File: src/rtl/fetch_stage.sv
// Instruction fetch stage with IF/ID register, in-order imem request/response tracking and redirect drain.
// Optional performance counters are enabled by defining FETCH_PERF_CNT_EN.

module fetch_stage_chk #(
    parameter int DEPTH = 2,
    parameter int CW    = 2
) (
    input logic          clk,
    input logic          rst,
    input logic          push,
    input logic          pop,
    input logic          clear,
    input logic [CW-1:0] cnt
);
    a_no_overflow: assert property (@(posedge clk) disable iff (rst)
        !(push && !pop && !clear && (cnt == CW'(DEPTH))));
endmodule

module fetch_stage #(
    parameter int               XLEN      = 32,
    parameter logic [XLEN-1:0]  RESET_PC  = {XLEN{1'b0}},
    parameter int               MAX_OUTST = 2,
    parameter logic [31:0]      NOP_INSTR = 32'h0000_0013
) (
    input  logic             clk,
    input  logic             rst,
    input  logic             StallF,
    input  logic             StallD,
    input  logic             FlushD,
    input  logic             PCSrcE,
    input  logic [XLEN-1:0]  PCTargetE,
    output logic             imem_req_valid,
    input  logic             imem_req_ready,
    output logic [XLEN-1:0]  imem_req_addr,
    input  logic             imem_rsp_valid,
    input  logic [31:0]      imem_rsp_data,
    output logic [31:0]      InstrD,
    output logic [XLEN-1:0]  PCD,
    output logic [XLEN-1:0]  PCPlus4D,
    output logic             ValidD,
    output logic             FetchEmpty
`ifdef FETCH_PERF_CNT_EN
    ,
    output logic [31:0]      perf_stall_cyc,
    output logic [31:0]      perf_redirects
`endif
);

    localparam int PW = (MAX_OUTST > 1) ? $clog2(MAX_OUTST) : 1;
    localparam int CW = $clog2(MAX_OUTST + 1);
    localparam logic [CW:0]     MAX_SUM = (CW + 1)'(MAX_OUTST);
    localparam logic [XLEN-1:0] PC_INC  = XLEN'(32'd4);

    typedef enum logic [0:0] {
        ST_RUN   = 1'b0,
        ST_DRAIN = 1'b1
    } state_t;

    state_t            state_r;
    state_t            state_nxt_s;
    logic [XLEN-1:0]   pcf_r;
    logic [CW-1:0]     outst_r;
    logic [CW-1:0]     drop_r;
    logic [CW-1:0]     drop_nxt_s;

    logic [XLEN-1:0]   pcq_r [MAX_OUTST];
    logic [PW-1:0]     pcq_wr_r;
    logic [PW-1:0]     pcq_rd_r;

    logic [XLEN-1:0]   fifo_pc_r    [MAX_OUTST];
    logic [31:0]       fifo_instr_r [MAX_OUTST];
    logic [PW-1:0]     fifo_wr_r;
    logic [PW-1:0]     fifo_rd_r;
    logic [CW-1:0]     fifo_cnt_r;

    logic              accept_s;
    logic              rsp_any_s;
    logic              push_s;
    logic              pop_s;
    logic              fifo_nonempty_s;

    function automatic logic [PW-1:0] ptr_inc(input logic [PW-1:0] p);
        return (p == PW'(MAX_OUTST - 1)) ? {PW{1'b0}} : p + PW'(1'b1);
    endfunction

    // Handshake and queue movement qualifiers
    assign fifo_nonempty_s = (fifo_cnt_r != {CW{1'b0}});
    assign imem_req_valid  = !rst && (state_r == ST_RUN) && !StallF && !PCSrcE &&
                             (({1'b0, outst_r} + {1'b0, fifo_cnt_r}) < MAX_SUM);
    assign imem_req_addr   = pcf_r;
    assign accept_s        = imem_req_valid && imem_req_ready;
    assign rsp_any_s       = imem_rsp_valid && (outst_r != {CW{1'b0}});
    assign push_s          = rsp_any_s && (state_r == ST_RUN) && !PCSrcE;
    assign pop_s           = !FlushD && !StallD && fifo_nonempty_s;
    assign FetchEmpty      = !fifo_nonempty_s;

    // Next-state and drop-count logic; a redirect re-arms drop from every request still in flight
    always_comb begin
        state_nxt_s = state_r;
        drop_nxt_s  = drop_r;
        if (PCSrcE) begin
            drop_nxt_s = outst_r - CW'(rsp_any_s);
            if (drop_nxt_s != {CW{1'b0}}) begin
                state_nxt_s = ST_DRAIN;
            end else begin
                state_nxt_s = ST_RUN;
            end
        end else begin
            case (state_r)
                ST_RUN: begin
                    state_nxt_s = ST_RUN;
                end
                ST_DRAIN: begin
                    if (rsp_any_s && (drop_r != {CW{1'b0}})) begin
                        drop_nxt_s = drop_r - CW'(1'b1);
                    end else begin
                        drop_nxt_s = drop_r;
                    end
                    if (drop_nxt_s == {CW{1'b0}}) begin
                        state_nxt_s = ST_RUN;
                    end else begin
                        state_nxt_s = ST_DRAIN;
                    end
                end
                default: begin
                    state_nxt_s = ST_RUN;
                    drop_nxt_s  = {CW{1'b0}};
                end
            endcase
        end
    end

    // FSM, PC, outstanding counter and queue pointers
    always_ff @(posedge clk) begin
        if (rst) begin
            state_r    <= ST_RUN;
            drop_r     <= {CW{1'b0}};
            outst_r    <= {CW{1'b0}};
            pcf_r      <= RESET_PC;
            pcq_wr_r   <= {PW{1'b0}};
            pcq_rd_r   <= {PW{1'b0}};
            fifo_wr_r  <= {PW{1'b0}};
            fifo_rd_r  <= {PW{1'b0}};
            fifo_cnt_r <= {CW{1'b0}};
        end else begin
            state_r <= state_nxt_s;
            drop_r  <= drop_nxt_s;
            outst_r <= outst_r + CW'(accept_s) - CW'(rsp_any_s);
            if (PCSrcE) begin
                pcf_r      <= PCTargetE;
                pcq_wr_r   <= {PW{1'b0}};
                pcq_rd_r   <= {PW{1'b0}};
                fifo_wr_r  <= {PW{1'b0}};
                fifo_rd_r  <= {PW{1'b0}};
                fifo_cnt_r <= {CW{1'b0}};
            end else begin
                if (accept_s) begin
                    pcf_r    <= pcf_r + PC_INC;
                    pcq_wr_r <= ptr_inc(pcq_wr_r);
                end
                if (push_s) begin
                    pcq_rd_r  <= ptr_inc(pcq_rd_r);
                    fifo_wr_r <= ptr_inc(fifo_wr_r);
                end
                if (pop_s) begin
                    fifo_rd_r <= ptr_inc(fifo_rd_r);
                end
                fifo_cnt_r <= fifo_cnt_r + CW'(push_s) - CW'(pop_s);
            end
        end
    end

    // Storage for the in-flight PC queue and the response FIFO
    always_ff @(posedge clk) begin
        if (accept_s && !PCSrcE) begin
            pcq_r[pcq_wr_r] <= pcf_r;
        end
        if (push_s) begin
            fifo_pc_r[fifo_wr_r]    <= pcq_r[pcq_rd_r];
            fifo_instr_r[fifo_wr_r] <= imem_rsp_data;
        end
    end

    // IF/ID register; bubbles keep the last PC so a stalled or flushed slot stays stable
    always_ff @(posedge clk) begin
        if (rst) begin
            InstrD   <= NOP_INSTR;
            PCD      <= {XLEN{1'b0}};
            PCPlus4D <= {XLEN{1'b0}};
            ValidD   <= 1'b0;
        end else if (FlushD) begin
            InstrD <= NOP_INSTR;
            ValidD <= 1'b0;
        end else if (StallD) begin
            InstrD   <= InstrD;
            PCD      <= PCD;
            PCPlus4D <= PCPlus4D;
            ValidD   <= ValidD;
        end else if (fifo_nonempty_s) begin
            InstrD   <= fifo_instr_r[fifo_rd_r];
            PCD      <= fifo_pc_r[fifo_rd_r];
            PCPlus4D <= fifo_pc_r[fifo_rd_r] + PC_INC;
            ValidD   <= 1'b1;
        end else begin
            InstrD <= NOP_INSTR;
            ValidD <= 1'b0;
        end
    end

`ifdef FETCH_PERF_CNT_EN
    // Stall-cycle and redirect event counters, free-running with wrap
    always_ff @(posedge clk) begin
        if (rst) begin
            perf_stall_cyc <= 32'd0;
            perf_redirects <= 32'd0;
        end else begin
            if (StallF) begin
                perf_stall_cyc <= perf_stall_cyc + 32'd1;
            end
            if (PCSrcE) begin
                perf_redirects <= perf_redirects + 32'd1;
            end
        end
    end
`endif

    fetch_stage_chk #(
        .DEPTH (MAX_OUTST),
        .CW    (CW)
    ) u_chk (
        .clk   (clk),
        .rst   (rst),
        .push  (push_s),
        .pop   (pop_s),
        .clear (PCSrcE),
        .cnt   (fifo_cnt_r)
    );

endmodule

File: config.mk
export PLATFORM = sky130hd
export DESIGN_NAME = fetch_stage
export DESIGN_NICKNAME = d
export VERILOG_FILES = /design/src/rtl/fetch_stage.sv
export SDC_FILE = /design/constraint.sdc
export NUM_CORES = 1
export LEC_CHECK = 0
export BUFFER_PORTS_ARGS = -buffer_cell sky130_fd_sc_hd__buf_2
export CAP_MARGIN = 15
export CORE_ASPECT_RATIO = 1.2
export CORE_MARGIN = 1
export CORE_UTILIZATION = 55
export DETAILED_ROUTE_END_ITERATION = 6
export PLACE_DENSITY = 0.89
export RECOVER_POWER = 50
export SETUP_SLACK_MARGIN = 0.02
export SYNTH_ARGS = -nofsm -noshare
export SYNTH_HDL_FRONTEND = slang
export SYNTH_SLANG_ARGS = --single-unit
File: constraint.sdc
create_clock -name clk -period 5.07 [get_ports clk]
set_input_delay 0.507 -clock clk [delete_from_list [all_inputs] [get_ports clk]]
set_output_delay 0.507 -clock clk [all_outputs]
set_load 0.01 [all_outputs]
After elaboration in Yosys (flattened, before gate mapping). Memories as Yosys holds them, arrays and structs flattened. A register that Yosys moved wholly into a read port is not among the register bits. Index checks and enable logic that the tools add are counted.

Shifts and indexed selects: 0. Muxes and demuxes: 27. Reduce and logical (&&, ||, !) cells: 28. Bitwise gates (word level): 3. Eq/ne operators: 0. Multiply operators: 0. $add $sub $neg: 13. Magnitude comparators: 1. Div/mod/pow operators: 0.

Operator list (count): two-way mux 32 bit (3); adder 32 x 3 -> 32 bit, second input constant (2); two-way mux 1 bit (18); logical AND 1 bit (12); nonzero test 2 bit (6); two-way mux 2 bit (5); logical NOT 1 bit (6); subtractor 2 x 1 -> 2 bit (3); adder 1 bit, second input constant (4); adder 2 x 1 -> 2 bit (2); OR reduction 2 bit (2); adder 2 x 2 -> 3 bit (1); less-than comparator 3 x 2 -> 1 bit, second input constant (1); inverter 1 bit (3); AND reduction 3 bit (1); logical NOT 2 bit (1); one-hot mux 1 bit (2 select lines) (1); subtractor 2 x 1 -> 2 bit, second input constant (1).

RAM bits: 192. Flip-flop bits (word level): 140. Latch bits: 0. Output and inout bits: 131. Memories kept: 3. Word-level logic and storage cells: 88. Bits in read-only memories: 0. Input bits: 72.

Memory list: fifo_instr_r (depth 2, width 32, read ports 1, clocked after memory_dff 1, write ports 1, RTL line 71) `logic [31:0] fifo_instr_r [MAX_OUTST];`; fifo_pc_r (depth 2, width 32, read ports 1, clocked after memory_dff 1, write ports 1, RTL line 70) `logic [XLEN-1:0] fifo_pc_r [MAX_OUTST];`; pcq_r (depth 2, width 32, read ports 1, clocked after memory_dff 1, write ports 1, RTL line 66) `logic [XLEN-1:0] pcq_r [MAX_OUTST];`.

Depth between registers and ports, before layout.
Depth in word-level cells: 10. Mapped depth: 14. Depth with buffers taken out: 10.

Worst setup path after synthesis. Ideal clock, no wire load.

Kind: input -> register. Start: input port PCSrcE. End: memory fifo_instr_r[0][0], enable pin. Stages on the path: 4. Path buffers: 1. Data arrival time: 3.827 ns. Required time: 4.584 ns. Slack: 0.757 ns. Cell sequence: clkbuf_1 > nor3_1 > inv_1 > nor2_1.

Longest elaborated chain between the ends: 4.

RTL lines: start: declaration (RTL line 30) `input logic PCSrcE,`; logical NOT 1 bit (RTL line 93) `assign push_s = rsp_any_s && (state_r == ST_RUN) && !PCSrcE;`; logical AND 1 bit (RTL line 93); two-way mux 1 bit (RTL line 178) `if (push_s) begin`; two-way mux 1 bit (implied by the code) (RTL line 180) `fifo_instr_r[fifo_wr_r] <= imem_rsp_data;`; end: declaration (RTL line 71).

Every way passes these cells.

Final worst setup path.
Start: register outst_r[0]. End: memory pcq_r[0][23], enable pin.

Longest elaborated chain between the ends: 7.

RTL lines: start: declaration (RTL line 62) `logic [CW-1:0] outst_r;`; start signal: assignment (RTL line 138) `outst_r <= {CW{1'b0}};`; start signal: assignment (RTL line 148) `outst_r <= outst_r + CW'(accept_s) - CW'(rsp_any_s);`; adder 2 x 2 -> 3 bit (RTL line 89) `(({1'b0, outst_r} + {1'b0, fifo_cnt_r}) < MAX_SUM);`; less-than comparator 3 x 2 -> 1 bit (RTL line 89); logical AND 1 bit (RTL line 88) `assign imem_req_valid = !rst && (state_r == ST_RUN) && !StallF && !PCSrcE &&`; logical AND 1 bit (RTL line 91) `assign accept_s = imem_req_valid && imem_req_ready;`; logical AND 1 bit (RTL line 175) `if (accept_s && !PCSrcE) begin`; two-way mux 1 bit (RTL line 175); two-way mux 1 bit (implied by the code) (RTL line 176) `pcq_r[pcq_wr_r] <= pcf_r;`; end: declaration (RTL line 66).

Every way passes these cells.

==> impl_results.md <==
- Power per cell area: 379 nW/µm²
- Endpoints failing hold: 0
- Share of layout cells above drive strength 1: 0.138
- WL final: 30800 µm
- # resized after CTS: 0
- Rel. slew slack: -0.460
- Final Setup Violations: 0
- Post-synth top cells: edfxtp_1, dfxtp_1, nand2_1, nor2_1, mux2_2
- Largest family of logic cells by synthesized area: simple AND/OR/NAND/NOR gates
- CTS Buf Count: 31
- Status: finished with violations
- Post-synthesis sequential area ratio: 0.629
- Core area: 24100 µm²
- Clock Latency Late Sink: 0.56 ns
- Fin crit share: 0.669
- I/O Buffers: 202
- Worst Path Max Fanout: 33
- Worst path arrival time: 3.60 ns
- Hold WC Path Type: input pin to flop
- Synth warn: 0
- Die H: 174 µm
- Vias per cell: 5.94
- Compound-gate portion of the synthesized area: 0.0969
- Top-count cell post-synth: edfxtp_1
- ANT nets after route: 0
- First-pass GRT wire length: 48600 µm
- Post-CTS Setup Repair Bufs: 0
- Global route total overflow: 0
- Setup Crit Path Kind: flop to flop
- Vias post-DR: 9748
- FFs w/ async S/R, synth: 0
- Number of global-route vias before repair: 9203
- Leakage: 5.18 nW
- Initial DRC Count: 783
- CTS tree: yes
- Syn avg cell area: 12.1 µm²
- # rows: 62
- Final-report max-slew violation count: 123
- H-tree Lvls: 1
- Top cell type's share of synthesized area: 0.424
- Largest cells by area after synthesis: edfxtp_1, dfxtp_1, mux2_2
- # DRC: 0
- Dpl hpwl: 20500 µm
- Simple-gate share of the synthesized area: 0.134
- Min cycle time layout: 3.39 ns
- Post-Synth XOR/XNOR Area: 0.0135
- Area leader, netlist: edfxtp_1
- Crit path launch type: flop
- Initial antenna violation count: 0
- Worst Clk Skew: 0.0196 ns
- Synth cell types: 63
- Gr usage total: 0.239
- Failing checks: capacitance limit, slew limit
- Final core utilization: 0.648
- GPL Wtd Cong: 0.857
- Peak VDD IR: 0.263 mV
- Highest Clock Rate: 0.295 GHz
- WL/cell: 18.8 µm
- Multiplexer share of the synthesized area: 0.0859
- # clock sinks: 332
- Setup tns final: 0 ns
- RSZ-0062 raised after global routing: no
- Area grow syn2layout: 14.8%
- Netlist Area Pre-Place: 13600 µm²
- Syn Nets: 1202
- Post-synth EDFFs: 192
- # Max-Cap Violations: 3
- ANT cells: 0
- Die Wd: 146 µm
- Worst-Margin Slew: 2.19 ns
- Root buf cell: clkbuf_16
- Starting density of the core: 0.564
- Synth Area in Adders: 0.00882
- Critical Path RT: 5.27 ns
- #FFs+latches synth: 332
- First-pass DRT Iterations: 7
- I/O pin count: 203
- Critical path endpoint category: flop
- Cts hold-fix bufs: 0
- Largest net degree at the start of global routing: 65
- Main synth FF type: edfxtp_1
- Clk buf depth: 3
- Post-layout nets: 1376
- Gate Count Post-Synth: 1121
- Die ar.: 25400 µm²
- Reg clk slew, reported paths: 0.06 ns
[worst max-delay path, stage by stage (launching register included)]
cell and delay, ns:
dfxtp_1 0.38, and2_1 0.16, fa_1 0.43, nor4_2 0.38, and3_1 0.78, inv_1 0.14, buf_4 0.28, nor2_2 0.10
buf_4 0.37
[cell type report]
cell class,count,area [µm²]
Clock buffer,41,876
Clock inverter,17,171
Fill cell,1784,8500
Inverter,17,63.8
Multi-Input combinational cell,698,4620
Sequential cell,332,8570
Tap cell,320,400
Timing Repair Buffer,215,922
[report_power, final]
part / internal (mW) / total (mW) / switching (mW)
Clock: 1.37 / 2.33 / 0.964
Combinational: 0.187 / 0.495 / 0.308
Sequential: 3.00 / 3.09 / 0.0894
Total: 4.56 / 5.92 / 1.36
[layer usage]
layer | up-vias | track usage | wire [µm]
li1 | 4537 | - | -
met1 | 4673 | 0.305 | 12200
met2 | 475 | 0.424 | 15500
met3 | 63 | 0.0315 | 2340
met4 | 0 | 0.0684 | 763
met5 | - | 0 | 0
[path summary, 6_finish.rpt]
check,from,to,slack (ns),depth (start not counted)
worst min register to register,PCD[27],PCD[27],0.45,2
worst max-delay path,outst_r[0],pcq_r[0][23],1.68,8
worst max register to register,outst_r[0],pcq_r[0][23],1.68,8
worst min-delay path,imem_rsp_data[6],fifo_instr_r[0][6],0.14,1
[per-stage QoR]
stage,hold WS [ns],std cells,power (mW),setup slack [ns],cell area (µm²)
floorplan,0.436,1121,3.47,0.757,13600
global placement,0.441,1581,3.61,1.86,14800
detailed placement,0.443,1581,3.64,1.77,14800
CTS,0.116,1639,5.95,1.70,15800
global route,0.119,1640,6.11,1.48,15600
finish,0.139,1640,5.92,1.68,15600
[logic make-up (layout without fill, tap and decap cells)]
group,Yosys count,in the layout
compound gates,198,198
xor+xnor,21,21
fa+ha+maj,9,9
buf+inv,91,290
flops,332,332
mux,107,107
simple gates,363,363
[flip-flops by register name, summed over array words and instances, names as in the netlist, named ones only]
name / flops
imem_req_addr: 32
fifo_instr_r: 64
fifo_cnt_r: 2
PCD: 32
PCPlus4D: 30
InstrD: 32
fifo_pc_r: 64
ValidD: 1
drop_r: 2
fifo_wr_r: 1
fifo_rd_r: 1
state_r: 1
outst_r: 2
pcq_rd_r: 1
pcq_wr_r: 1
pcq_r: 64
[cell usage in the layout, fill, tap and decap left out, types with 14 or more instances in the layout]
| cell | count |
|---|---|
| mux2_2 | 50 |
| nor3_1 | 25 |
| xnor2_1 | 17 |
| buf_2 | 50 |
| nor2_1 | 93 |
| clkbuf_16 | 33 |
| nand3_1 | 43 |
| edfxtp_1 | 192 |
| a22oi_1 | 35 |
| and3_1 | 14 |
| clkbuf_1 | 159 |
| mux2i_1 | 29 |
| nand4_1 | 22 |
| nand2_1 | 95 |
| a31oi_1 | 17 |
| inv_1 | 14 |
| mux2_1 | 28 |
| dfxtp_1 | 139 |
| o21ai_0 | 38 |
| a21oi_1 | 48 |
No activity file was read; power rests on OpenSTA's default activity.
